<file path="src/rtl/m_led_arbiter.sv">
`default_nettype none
// ============================================================================
// Module   : m_led_arbiter
// Purpose  : Round-robin scheduler sharing a 4-LED bank between 4 requesters.
//            A free-running prescaler produces a periodic tick. Each grant
//            owns the LEDs for SLOT_TICKS ticks, or less if its requester
//            releases early. When no grant is held, IDLE_PAT is driven.
// Ports    : w_clk   in   1   system clock, all state on posedge
//            w_rst   in   1   synchronous reset, active-high
//            w_req   in   4   level-sensitive requests, bit i = requester i
//            w_pat   in   16  LED patterns, requester i at [4i+3:4i]
//            w_grant out  4   registered one-hot grant, 0 when idle
//            w_busy  out  1   high while a grant is held
//            w_tick  out  1   one-cycle prescaler pulse
//            w_led   out  4   registered LED drive
// Revision : 1.0  initial release
// ============================================================================
module m_led_arbiter #(
    parameter int unsigned TICK_DIV   = 100000000,
    parameter int unsigned SLOT_TICKS = 4,
    parameter logic [3:0]  IDLE_PAT   = 4'b0000
) (
    input  logic        w_clk,
    input  logic        w_rst,
    input  logic [3:0]  w_req,
    input  logic [15:0] w_pat,
    output logic [3:0]  w_grant,
    output logic        w_busy,
    output logic        w_tick,
    output logic [3:0]  w_led
);

    localparam int unsigned c_slot_w = (SLOT_TICKS > 1) ? $clog2(SLOT_TICKS) : 1;
    localparam logic [31:0]         c_cnt_last  = 32'(TICK_DIV - 1);
    localparam logic [c_slot_w-1:0] c_slot_last = (c_slot_w)'(SLOT_TICKS - 1);
    localparam logic [c_slot_w-1:0] c_slot_one  = (c_slot_w)'(1);

    typedef enum logic [0:0] {
        ST_IDLE  = 1'b0,
        ST_GRANT = 1'b1
    } state_t;

    state_t              r_state;
    state_t              w_state_nxt;
    logic [31:0]         r_cnt;
    logic [3:0]          r_grant;
    logic [3:0]          w_grant_nxt;
    logic [1:0]          r_ptr;
    logic [1:0]          w_ptr_nxt;
    logic [c_slot_w-1:0] r_slot;
    logic [c_slot_w-1:0] w_slot_nxt;
    logic [3:0]          r_led;
    logic [3:0]          w_led_sel;
    logic [1:0]          w_grant_idx;
    logic [1:0]          w_ptr_adv;
    logic [1:0]          w_arb_ptr;
    logic [3:0]          w_elig;
    logic [3:0]          w_winner;
    logic                w_release;
    logic                w_expire;

    // Search req starting at ptr, wrapping mod 4; returns one-hot winner or 0.
    // Iterating from the farthest offset down lets the nearest one win.
    function automatic logic [3:0] f_rr_pick(input logic [3:0] req, input logic [1:0] ptr);
        logic [3:0] pick;
        logic [1:0] idx;
        pick = 4'b0000;
        for (int i = 3; i >= 0; i--) begin
            idx = ptr + 2'(i);
            if (req[idx]) begin
                pick = 4'b0001 << idx;
            end
        end
        return pick;
    endfunction

    function automatic logic [1:0] f_onehot_idx(input logic [3:0] oh);
        logic [1:0] idx;
        idx = 2'd0;
        for (int i = 0; i < 4; i++) begin
            if (oh[i]) begin
                idx = 2'(i);
            end
        end
        return idx;
    endfunction

    // ------------------------------------------------------------------
    // Prescaler: free-running, independent of the arbiter state.
    // ------------------------------------------------------------------
    always_ff @(posedge w_clk) begin
        if (w_rst) begin
            r_cnt <= 32'd0;
        end else if (r_cnt == c_cnt_last) begin
            r_cnt <= 32'd0;
        end else begin
            r_cnt <= r_cnt + 32'd1;
        end
    end

    // Gated by reset so the pulse never shows while reset is asserted.
    assign w_tick = !w_rst && (r_cnt == c_cnt_last);

    // ------------------------------------------------------------------
    // Slot-end detection and re-arbitration
    // ------------------------------------------------------------------
    assign w_grant_idx = f_onehot_idx(r_grant);
    assign w_ptr_adv   = w_grant_idx + 2'd1;
    // A dropped request ends the slot at once; this also covers the case
    // where release and expiry coincide, so the pointer advances only once.
    assign w_release   = (r_state == ST_GRANT) && ((w_req & r_grant) == 4'b0000);
    assign w_expire    = (r_state == ST_GRANT) && w_tick && (r_slot == c_slot_last);
    // The outgoing requester stays eligible on plain expiry, not on release.
    assign w_elig      = w_release ? (w_req & ~r_grant) : w_req;
    assign w_arb_ptr   = (r_state == ST_IDLE) ? r_ptr : w_ptr_adv;
    assign w_winner    = f_rr_pick(w_elig, w_arb_ptr);

    always_ff @(posedge w_clk) begin
        if (w_rst) begin
            r_state <= ST_IDLE;
            r_grant <= 4'b0000;
            r_ptr   <= 2'd0;
            r_slot  <= '0;
        end else begin
            r_state <= w_state_nxt;
            r_grant <= w_grant_nxt;
            r_ptr   <= w_ptr_nxt;
            r_slot  <= w_slot_nxt;
        end
    end

    always_comb begin
        w_state_nxt = r_state;
        w_grant_nxt = r_grant;
        w_ptr_nxt   = r_ptr;
        w_slot_nxt  = r_slot;
        case (r_state)
            ST_IDLE: begin
                if (w_req != 4'b0000) begin
                    w_grant_nxt = w_winner;
                    w_slot_nxt  = '0;
                    w_state_nxt = ST_GRANT;
                end
            end
            ST_GRANT: begin
                if (w_release || w_expire) begin
                    w_ptr_nxt = w_ptr_adv;
                    if (w_winner != 4'b0000) begin
                        w_grant_nxt = w_winner;
                        w_slot_nxt  = '0;
                    end else begin
                        w_grant_nxt = 4'b0000;
                        w_state_nxt = ST_IDLE;
                    end
                end else if (w_tick) begin
                    w_slot_nxt = r_slot + c_slot_one;
                end
            end
            default: begin
                w_state_nxt = ST_IDLE;
                w_grant_nxt = 4'b0000;
            end
        endcase
    end

    // ------------------------------------------------------------------
    // LED output: pattern of the currently held grant, one cycle later.
    // ------------------------------------------------------------------
    always_comb begin
        w_led_sel = 4'b0000;
        for (int i = 0; i < 4; i++) begin
            if (r_grant[i]) begin
                w_led_sel = w_led_sel | w_pat[4*i +: 4];
            end
        end
    end

    always_ff @(posedge w_clk) begin
        if (w_rst) begin
            r_led <= IDLE_PAT;
        end else begin
            r_led <= (r_state == ST_GRANT) ? w_led_sel : IDLE_PAT;
        end
    end

    assign w_grant = r_grant;
    assign w_busy  = (r_state == ST_GRANT);
    assign w_led   = r_led;

endmodule
`default_nettype wire
</file>
<file path="config.mk">
export PLATFORM = sky130hd
export DESIGN_NAME = m_led_arbiter
export DESIGN_NICKNAME = d
export VERILOG_FILES = /design/src/rtl/m_led_arbiter.sv
export SDC_FILE = /design/constraint.sdc
export NUM_CORES = 1
export LEC_CHECK = 0
export BUFFER_PORTS_ARGS = -buffer_cell sky130_fd_sc_hd__buf_4
export CAP_MARGIN = 10
export CORE_MARGIN = 10
export CORE_UTILIZATION = 35
export DETAILED_ROUTE_END_ITERATION = 8
export MAX_ROUTING_LAYER = met4
export SLEW_MARGIN = 20
export SYNTH_ARGS = -nofsm -noshare
export SYNTH_HDL_FRONTEND = slang
export SYNTH_SLANG_ARGS = --single-unit
</file>
<file path="constraint.sdc">
create_clock -name w_clk -period 2.5 [get_ports w_clk]
set_input_delay 0.625 -clock w_clk [delete_from_list [all_inputs] [get_ports w_clk]]
set_output_delay 0.625 -clock w_clk [all_outputs]
set_load 0.01 [all_outputs]
</file>
==> results of run 1 <==
==> area by class of cell <==
cell class	count	area [sq um]	area share (%)
inverters	8	30.0	0.967
well taps	96	120	3.87
flip-flops and latches	45	907	29.2
clock inverters	3	17.5	0.564
clock buffers	5	68.8	2.22
repair buffers	57	428	13.8
multi-input cells	217	1530	49.4
==> layout by cell type, fill, tap and decap left out, types with 3 or more instances in the layout <==
| cell | count |
|---|---|
| buf_4 | 57 |
| dfxtp_1 | 42 |
| nor2_1 | 40 |
| nand2_1 | 25 |
| xor2_1 | 24 |
| nand3_1 | 13 |
| a21oi_1 | 8 |
| a22oi_1 | 8 |
| ha_1 | 8 |
| and3_1 | 7 |
| and4_1 | 7 |
| inv_1 | 6 |
| and2_1 | 6 |
| nor4_1 | 6 |
| xnor2_1 | 6 |
| nand4_1 | 5 |
| clkbuf_8 | 5 |
| o21a_1 | 4 |
| o211ai_1 | 4 |
| nor3_1 | 3 |
| a211oi_2 | 3 |
| a221o_1 | 3 |
| o32a_1 | 3 |
| a31oi_1 | 3 |
==> registers in the layout, indices dropped and copies added, names as in the netlist <==
| register | count |
|---|---|
| r_cnt | 32 |
| w_grant | 4 |
| w_led | 4 |
| r_ptr | 2 |
| r_slot | 2 |
| w_busy | 1 |
==> routing by layer <==
metal,GRT usage [%],vias up,share of wire (%)
met5,-,-,0
met4,3.28,0,0.87
met3,2.79,6,4.8
met2,16.0,54,43
met1,14.2,986,51
li1,-,1121,-
==> path summary, 6_finish.rpt <==
| path | to | slack [ps] | cells after the start |
|---|---|---|---|
| max | r_slot[1] | 80 | 9 |
| min | r_cnt[0] | 450 | 1 |
| max reg2reg | r_slot[1] | 80 | 9 |
| min reg2reg | r_cnt[0] | 450 | 1 |
==> metrics by stage <==
| step | power, uW | utilization (%) | cells | setup TNS (ps) | hold WS (ps) |
|---|---|---|---|---|---|
| floorplan | 1700 | - | 278 | 0 | 413 |
| global placement | 2090 | 43.6 | 420 | 0 | 421 |
| detailed placement | 2100 | 43.6 | 420 | 0 | 436 |
| CTS | 2540 | 44.9 | 428 | 0 | 455 |
| global route | 2770 | 45.4 | 431 | -105 | 466 |
| finish | 2590 | 45.4 | 431 | 0 | 454 |
==> what timing repair did <==
| item | in CTS | in global routing |
|---|---|---|
| hold buffers | 0 | 0 |
| endpoints found under the setup margin | 1 | 8 |
| setup buffers | 0 | 3 |
| pin swaps | 0 | 5 |
| gates resized for setup | 1 | 5 |
==> power groups by stage <==
stage	combinational (uW)	clock (uW)	sequential, uW
floorplan	862	0	839
global placement	1250	0	839
detailed placement	1250	0	841
CTS	1260	460	826
global route	1440	494	835
finish	1330	439	827
==> cells by family after synthesis <==
kind of cell               synth area share, %
DFF                                       36.6
AOI/OAI and AO/OA                         17.4
buffers and inverters                     2.85
adders and majority gates                 4.57
and+or+nand+nor                           26.1
xor gates and xnor gates                  10.7
muxes                                     1.83
==> reports/results.ini, run 1 <==
[status]
outcome = completed

[power]
combPwrFrac_pct = 51.2
peakVddDrop_uv = 281
power.density_nw_per_um2 = 835
p_sw_share_pct = 36.8
power_switching_uw = 954
p_leak_uw = 0.00122
seq_power_share_pct = 31.9
internal-power_uw = 1640
clkPwrFrac_pct = 16.9

[placement]
place_congestion = 0.781
post_dp_cell_area_sq_um = 2980
dp_hpwl_mm = 4.52
place_ws_ps = 20.1
portBuffers = 31

[global_route]
grt_pass1_vias = 2083
grt_use_total_pct = 10.9
grt_pass1_wl_mm = 9.78
antenna_found_initial = 0
grt_max_degree = 19
overflow = 0

[timing]
fin_ws_ps = 77.5
report.final.hold_viol_count = 0
grt_setup_unrepaired = yes
drv_slew = 0
post-route-min-period_ps = 2420
fin_crit_sh_pct = 96.9
tightest_slew_ps = 530
fmax_mhz = 413
relSlewSlack_pct = 64.2
clock_skew_ps = 12.2
final-setup-viol-count = 0

[critical_path]
crit_fanout = 4
worst_path_largest_cell_delay_ps = 370
regToRegStartpoint = w_grant[1]
critPathArrivalTime_ps = 2660
critPathLaunchType = flop
crit_start = w_grant[1]
required_ps = 2730
path_buf_inv = 0
crit_chain = nor2b_4 -> a2bb2oi_4 -> ha_4 -> mux4_2 -> o21bai_4 -> a221o_1 -> a22oi_2 -> nand3_1 -> a211oi_2
cpLargestDelayFamily = compound AO/OA/AOI/OAI gates
crit_path_top_delay_cell = dfxtp_4
crit_path_end_kind = flop
crit_type = reg -> reg

[cells_and_area]
fillers = 676
drive_gt1_share_pct = 26.0
final_nets = 365
antenna_cells = 0
post-route-cell-area_sq_um = 3100
areaGrowthSynthToFinish_pct = 26.1

[logic_synthesis]
ys_ff_latch = 45
syn_inst = 278
avgSynthCellArea_sq_um = 8.86
synth_nets = 309
yosysSeqAreaShare_pct = 36.6
synth-edff-count = 0
synth_common_cells = dfxtp_1, nor2_1, nand2_1
synth_top_cell_area_share_pct = 36.6
yosys_warnings = 0
synth.most_common_cell = dfxtp_1
netlist_top_cells_area = dfxtp_1, xor2_1, nor2_1, ha_1, nand2_1
async_reset_ff_share_pct = 0
synthFlopType = dfxtp_1
yosysUniqueCellTypes = 48
syn_area_sq_um = 2460
yosys.area.top_type = dfxtp_1

[routing]
drt-pass1-iter-count = 4
vias_per_cell = 5.03
dr_total_vias = 2167
drt_iter0_drc = 75
drc = 0
ant_nets = 0
wl_mm = 5.86
wl_per_cell_microns = 13.6

[clock_network]
clk_pin_slew_worst_paths_ps = 90
htree_levels = 2
clock_latency_ps = 300
clockRootBuffer = clkbuf_8
cts_buffers = 5
clockBufferDepth = 2
cts_sinks = 45
cts_tree = yes

[floorplan]
initial_utilization_pct = 36.0
die_h_microns = 104
core-area_sq_um = 6830
num_rows = 30
pin_count = 32
fp.dieArea_sq_um = 10800
fp.dieW_microns = 104

[worst_hold_path]
hp-class = reg -> reg
min-delay-start = r_cnt[0]

[flow_run]
drv_cap = 0

Note: power is estimated with default switching activity, not from simulation.
==> run 2, diff against run 1 <==
Clock period 2.5 ns to 2.13 ns, I/O delays scaled along.
==> run 2 against run 1 <==
Against the previous run: the run now ends with setup timing left; worst setup slack got worse by 360 ps; cell area rose by 18%; routed wire length rose by 13%; non-clock buffer count rose by 41; first-iteration DRC count rose by 19%; total power rose by 35%; count of clock-buffer cells in the layout rose by 1; via count rose by 9.5%; largest power group unchanged; highest routed layer unchanged.
==> reports/results.ini, run 2 (synthesis gave the netlist of run 1 again) <==
[cells_and_area]
multi_input_area_sq_um = 1700  ; +11%
final_common_cell = buf_4
antenna_cells = 0  ; unchanged
register_area_sq_um = 920  ; +1.4%
areaGrowthSynthToFinish_pct = 48.3
finish.utilization_pct = 53.4  ; +8.0 points
largest_register_ffs = 32  ; unchanged
top_register = r_cnt
fillers = 620  ; -8.3%
layout_common_cells = buf_4, nor2_1, dfxtp_1
drive_gt1_share_pct = 42.0  ; +16 points
final_nets = 406  ; +11%

[floorplan]
fp.dieArea_sq_um = 10800  ; unchanged
die_h_microns = 104  ; unchanged
num_rows = 30  ; unchanged
initial_utilization_pct = 36.0  ; unchanged
pin_count = 32  ; unchanged
core-area_sq_um = 6830  ; unchanged
fp.dieW_microns = 104  ; unchanged

[timing]
post-route-min-period_ps = 2410  ; -11.4 ps
final-setup-viol-count = 8  ; +8
drv_slew = 0  ; unchanged
relSlewSlack_pct = 73.8  ; +9.6 points
grt_setup_unrepaired = yes
tightest_slew_ps = 392  ; -138 ps
clock_skew_ps = 15.2  ; +3.01 ps
hold_slack_ps = 441  ; -13.3 ps
fin_crit_sh_pct = 113  ; +16 points
fmax_mhz = 415  ; +0.47%
fin_ws_ps = -281  ; -359 ps
report.final.hold_viol_count = 0  ; unchanged

[placement]
place_congestion = 0.860  ; +10%
portBuffers = 31  ; unchanged
place_ws_ps = -306  ; -326 ps
dp_hpwl_mm = 4.76  ; +5.4%

[critical_path]
cpLargestDelayFamily = simple AND/OR/NAND/NOR gates
critPathArrivalTime_ps = 2660  ; about the same
cp.depth = 11  ; +2
timing.critical_path.mode_cell = nor2_1
crit_start = w_grant[1]
path_buf_inv = 2  ; +2
critPathLaunchType = flop
worst_path_largest_cell_delay_ps = 390  ; +20 ps
worstRegToRegCells = 11  ; +2
crit_chain = nor2b_4 -> a2bb2oi_4 -> ha_4 -> mux4_2 -> buf_4 -> o21ai_4 -> nor2_1 -> or3_4 -> buf_6 -> o21a_1 -> nor2_1
crit_fanout = 4  ; unchanged
crit_path_top_delay_cell = or3_4
crit_type = reg -> reg
regToRegStartpoint = w_grant[1]
crit_path_end_kind = flop
required_ps = 2370  ; -360 ps

[routing]
vias_per_cell = 5.03  ; about the same
wl_mm = 6.63  ; +13%
wl_per_cell_microns = 14.0  ; +3.3%
drt_iter0_drc = 89  ; +19%
drt-pass1-iter-count = 5  ; +1
dr_total_vias = 2372  ; +9.5%
ant_nets = 0  ; unchanged
drc = 0  ; unchanged

[global_route]
grt_use_total_pct = 12.4  ; +1.5 points
antenna_found_initial = 0  ; unchanged
grt_max_degree = 17  ; -2
overflow = 0  ; unchanged
grt_pass1_vias = 2332  ; +12%
grt_pass1_wl_mm = 11.2  ; +14%

[worst_hold_path]
hp-class = reg -> reg
min-delay-start = r_cnt[0]
holdPathStages = 1  ; unchanged

[power]
power.density_nw_per_um2 = 960  ; +15%
power_uw = 3500  ; +35%
peakVddDrop_uv = 376  ; +34%
p_leak_uw = 0.00150  ; +23%

[clock_network]
clk_pin_slew_worst_paths_ps = 90  ; about the same
htree_levels = 2  ; unchanged
cts_tree = yes
cts_buffers = 5  ; unchanged
clockBufferDepth = 2  ; unchanged
clockRootBuffer = clkbuf_8
cts_sinks = 45  ; unchanged
clock_latency_ps = 310  ; about the same

[flow_run]
drv_cap = 0  ; unchanged

[status]
violations = setup timing
outcome = finished, violations left

-- run 2: cell count changes in the layout (fill, tap and decap cells not counted), sizes merged --
| cell | change |
|---|---|
| clkbuf | +1 |
| clkinv | -2 |
| bufinv | +1 |
| buf | +41 |
-- run 2: final cells by class --
type	instances	share of cell area, %
Inverter	8	0.822
Clock inverter	2	1.03
Sequential cell	45	25.2
Clock buffer	6	2.26
Multi-Input combinational cell	217	46.4
Tap cell	96	3.29
Timing Repair Buffer	98	21.0
-- run 2: repair_timing --
item	4_1_cts	5_1_grt
endpoints found under the setup margin	8	13
hold buffers	0	0
pin swaps	10	12
buffers inserted	6	3
gates resized for setup	33	16
-- run 2: metrics by stage --
stage | cells | setup TNS, ps | cell area, sq um
3_3_place_gp | 456 | -987 | 3260
5_1_grt | 472 | -2120 | 3650
6_report | 472 | -1290 | 3650
2_1_floorplan | 278 | -1360 | 2520
3_5_place_dp | 456 | -1270 | 3260
4_1_cts | 470 | -972 | 3570
-- run 2: final timing paths --
check,endpoint,slack (ps)
max,w_grant[0],-280
min,r_cnt[0],440
max reg2reg,w_grant[0],-280
min reg2reg,r_cnt[0],440
-- run 2: report_power, final --
| group | leakage, uW | internal (uW) | switching [uW] |
|---|---|---|---|
| Clock | 0.0000574 | 382 | 302 |
| Combinational | 0.00107 | 968 | 893 |
| Sequential | 0.000371 | 907 | 52.3 |
| Total | 0.00150 | 2260 | 1250 |
-- run 2: worst reg2reg max path, cell delays in order, from the launching register on --
cell,delay (ps)
dfxtp_2,360
nor2b_4,180
a2bb2oi_4,240
ha_4,240
mux4_2,300
buf_4,160
o21ai_4,70
nor2_1,60
or3_4,390
buf_6,130
o21a_1,150
nor2_1,70
-- run 2: layer usage --
metal	up-vias	share of wire, %	global-route usage, %
met5	-	0	-
met4	0	1.0	2.98
met3	9	4.4	2.85
met2	45	44	18.7
met1	1120	50	16.3
li1	1198	-	-
==> run 3, diff against run 2 <==
Settings changed: ABC_AREA from default to 1.
==> run 3 against run 2 <==
Against the previous run: the run still ends with setup timing left; worst hold slack improved by 27 ps; synthesized area rose by 6.5%; flip-flop and latch count did not move; critical path type is now reg -> out; critical endpoint is now w_tick; largest cell class unchanged; highest routed layer unchanged.
==> reports/results.ini, run 3 <==
[logic_synthesis]
syn_inst = 378  ; +36%
avgSynthCellArea_sq_um = 6.94  ; -22%
netlist_top_cells_area = dfxtp_1, nand2_1, inv_1, nand3_1, nor2_1
yosysUniqueCellTypes = 33  ; -31%
synth_common_cells = nand2_1, inv_1, dfxtp_1
synthFlopType = dfxtp_1
synth_nets = 409  ; +32%
synth.most_common_cell = nand2_1
ys_ff_latch = 45  ; unchanged
async_reset_ff_share_pct = 0  ; unchanged
yosysSeqAreaShare_pct = 34.4  ; -2.2 points
syn_area_sq_um = 2620  ; +6.5%
synth_top_cell_area_share_pct = 34.4  ; -2.2 points
yosys.area.top_type = dfxtp_1
yosys_warnings = 0  ; unchanged
synth-edff-count = 0  ; unchanged

[status]
outcome = finished, violations left
violations = setup timing

[timing]
fmax_mhz = 446  ; +7.6%
tightest_slew_ps = 659  ; +267 ps
grt_setup_unrepaired = yes
drv_slew = 0  ; unchanged
final-setup-viol-count = 1  ; -7
tns_ps = -111  ; +1180 ps
relSlewSlack_pct = 55.7  ; -18 points
post-route-min-period_ps = 2240  ; -170 ps
fin_crit_sh_pct = 105  ; -8.0 points
report.final.hold_viol_count = 0  ; unchanged
clock_skew_ps = 6.28  ; -8.88 ps
fin_ws_ps = -111  ; +170 ps

[clock_network]
clockBufferDepth = 2  ; unchanged
clk_pin_slew_worst_paths_ps = 90  ; about the same
cts_hold_buf = 0  ; unchanged
htree_levels = 2  ; unchanged
cts_sinks = 45  ; unchanged
cts_tree = yes
clockRootBuffer = clkbuf_8
cts_buffers = 5  ; unchanged
clock_latency_ps = 300  ; about the same

[cells_and_area]
top_register = r_cnt
drive_gt1_share_pct = 29.9  ; -12 points
layout_common_cells = buf_4, nand2_1, inv_1
areaGrowthSynthToFinish_pct = 35.6
largest_register_ffs = 32  ; unchanged
final_common_cell = buf_4
final_nets = 481  ; +18%
antenna_cells = 0  ; unchanged

[global_route]
use_met2_pct = 20.4  ; +1.7 points
busiest_layer = met2
grt_use_total_pct = 12.0  ; -0.38 points
grt_max_degree = 20  ; +3
antenna_found_initial = 0  ; unchanged
grt_pass1_vias = 2556  ; +9.6%
overflow = 0  ; unchanged
grt_use_met1_pct = 14.0  ; -2.4 points
use_met3_pct = 1.87  ; -0.98 points
grt_pass1_wl_mm = 11.2  ; unchanged

[routing]
ant_nets = 0  ; unchanged
drc = 0  ; unchanged
vias_per_cell = 4.83  ; -3.9%
dr_total_vias = 2656  ; +12%
drt_iter0_drc = 86  ; -3.4%
drt-pass1-iter-count = 4  ; -1
wl_per_cell_microns = 12.3  ; -13%
wl_mm = 6.75  ; +1.8%

[power]
power_uw = 3800  ; +8.5%
power.density_nw_per_um2 = 1070  ; +11%
p_leak_uw = 0.00151  ; +0.58%
peakVddDrop_uv = 954  ; +150%

[critical_path]
worstRegToRegCells = 11  ; unchanged
crit_end = w_tick
crit_fanout = 3  ; -1
required_ps = 1600  ; -770 ps
crit_start = r_cnt[0]
ff2ff_setup_slack_ps = 130  ; +410 ps
crit_path_end_kind = output pin
timing.rr.end = r_slot[1]
crit_type = reg -> out
critPathArrivalTime_ps = 1710  ; -950 ps
regToRegStartpoint = r_cnt[0]
critPathLaunchType = flop

[floorplan]
fp.dieArea_sq_um = 11400  ; +5.2%
num_rows = 31  ; +3.3%
core-area_sq_um = 7250  ; +6.2%
fp.dieW_microns = 107  ; +2.6%
pin_count = 32  ; unchanged
die_h_microns = 107  ; +2.6%
initial_utilization_pct = 36.2  ; +0.11 points

[placement]
dp_hpwl_mm = 5.10  ; +7.2%
portBuffers = 31  ; unchanged
place_congestion = 0.859  ; -0.12%

[flow_run]
drv_cap = 0  ; unchanged

[worst_hold_path]
hp-class = in -> reg

==> run 3: worst min-delay path by stage <==
stage | startpoint | end | slack, ps | depth (start not counted)
final | w_pat[9] | w_led[1] | 470 | 3
after floorplan | r_cnt[0] | r_cnt[0] | 420 | 1
after global routing | w_pat[11] | w_led[3] | 480 | 3
after detailed placement | r_cnt[21] | r_cnt[21] | 470 | 1
after CTS | w_pat[9] | w_led[1] | 460 | 3
after global placement | r_cnt[21] | r_cnt[21] | 460 | 1
==> run 3: final cells by class <==
| cell class | instances | area [sq um] |
|---|---|---|
| Inverter | 56 | 215 |
| Timing Repair Buffer | 67 | 527 |
| Clock buffer | 6 | 82.6 |
| Tap cell | 99 | 124 |
| Clock inverter | 2 | 37.5 |
| Fill cell | 737 | 3700 |
| Sequential cell | 45 | 915 |
| Multi-Input combinational cell | 275 | 1660 |
==> run 3: stage by stage <==
stage | cells | hold slack (ps) | util (%) | setup slack (ps) | area [sq um]
floorplan | 378 | 418 | - | 5.57 | 2630
global route | 550 | 485 | 49.0 | -221 | 3560
detailed placement | 526 | 468 | 43.2 | -9.47 | 3130
finish | 550 | 468 | 49.0 | -111 | 3560
global placement | 526 | 463 | 43.2 | 55.9 | 3130
CTS | 550 | 462 | 47.4 | -187 | 3440
==> run 3: timing repair <==
item	4_1_cts	5_1_grt
pin swaps	9	12
endpoints found under the setup margin	2	17
resized for setup	16	36
buffers inserted	17	6
gates cloned	0	0
==> run 3: worst max-delay path, cell delays in order (launching register included) <==
cell and delay [ps]:
dfxtp_2 360, ha_4 150, nand2_4 50, nor3_4 200
nand3_2 130, nor2_4 150, inv_2 60, nor4_2 130
buf_4 170
==> run 3: cell families after synthesis <==
kind of cell	after synthesis	share of synthesized area, %
XOR/XNOR	6	2.00
AO/OA/AOI/OAI	53	12.1
flip-flops	45	34.4
AND/OR/NAND/NOR	207	38.8
buffers and inverters	58	8.40
adder cells (fa/ha/maj)	9	4.29
==> run 3: metal layers <==
layer | up-vias | wire, microns
met5 | - | 0
met4 | 0 | 126
met1 | 1199 | 3070
met3 | 11 | 139
li1 | 1420 | -
met2 | 26 | 3410
==> run 3: report_power, final <==
part / leakage, uW / internal, uW / switching [uW] / total, uW
Sequential: 0.000368 / 926 / 78.0 / 1000
Clock: 0.0000574 / 382 / 299 / 680
Combinational: 0.00108 / 872 / 1240 / 2120
Total: 0.00151 / 2180 / 1620 / 3800
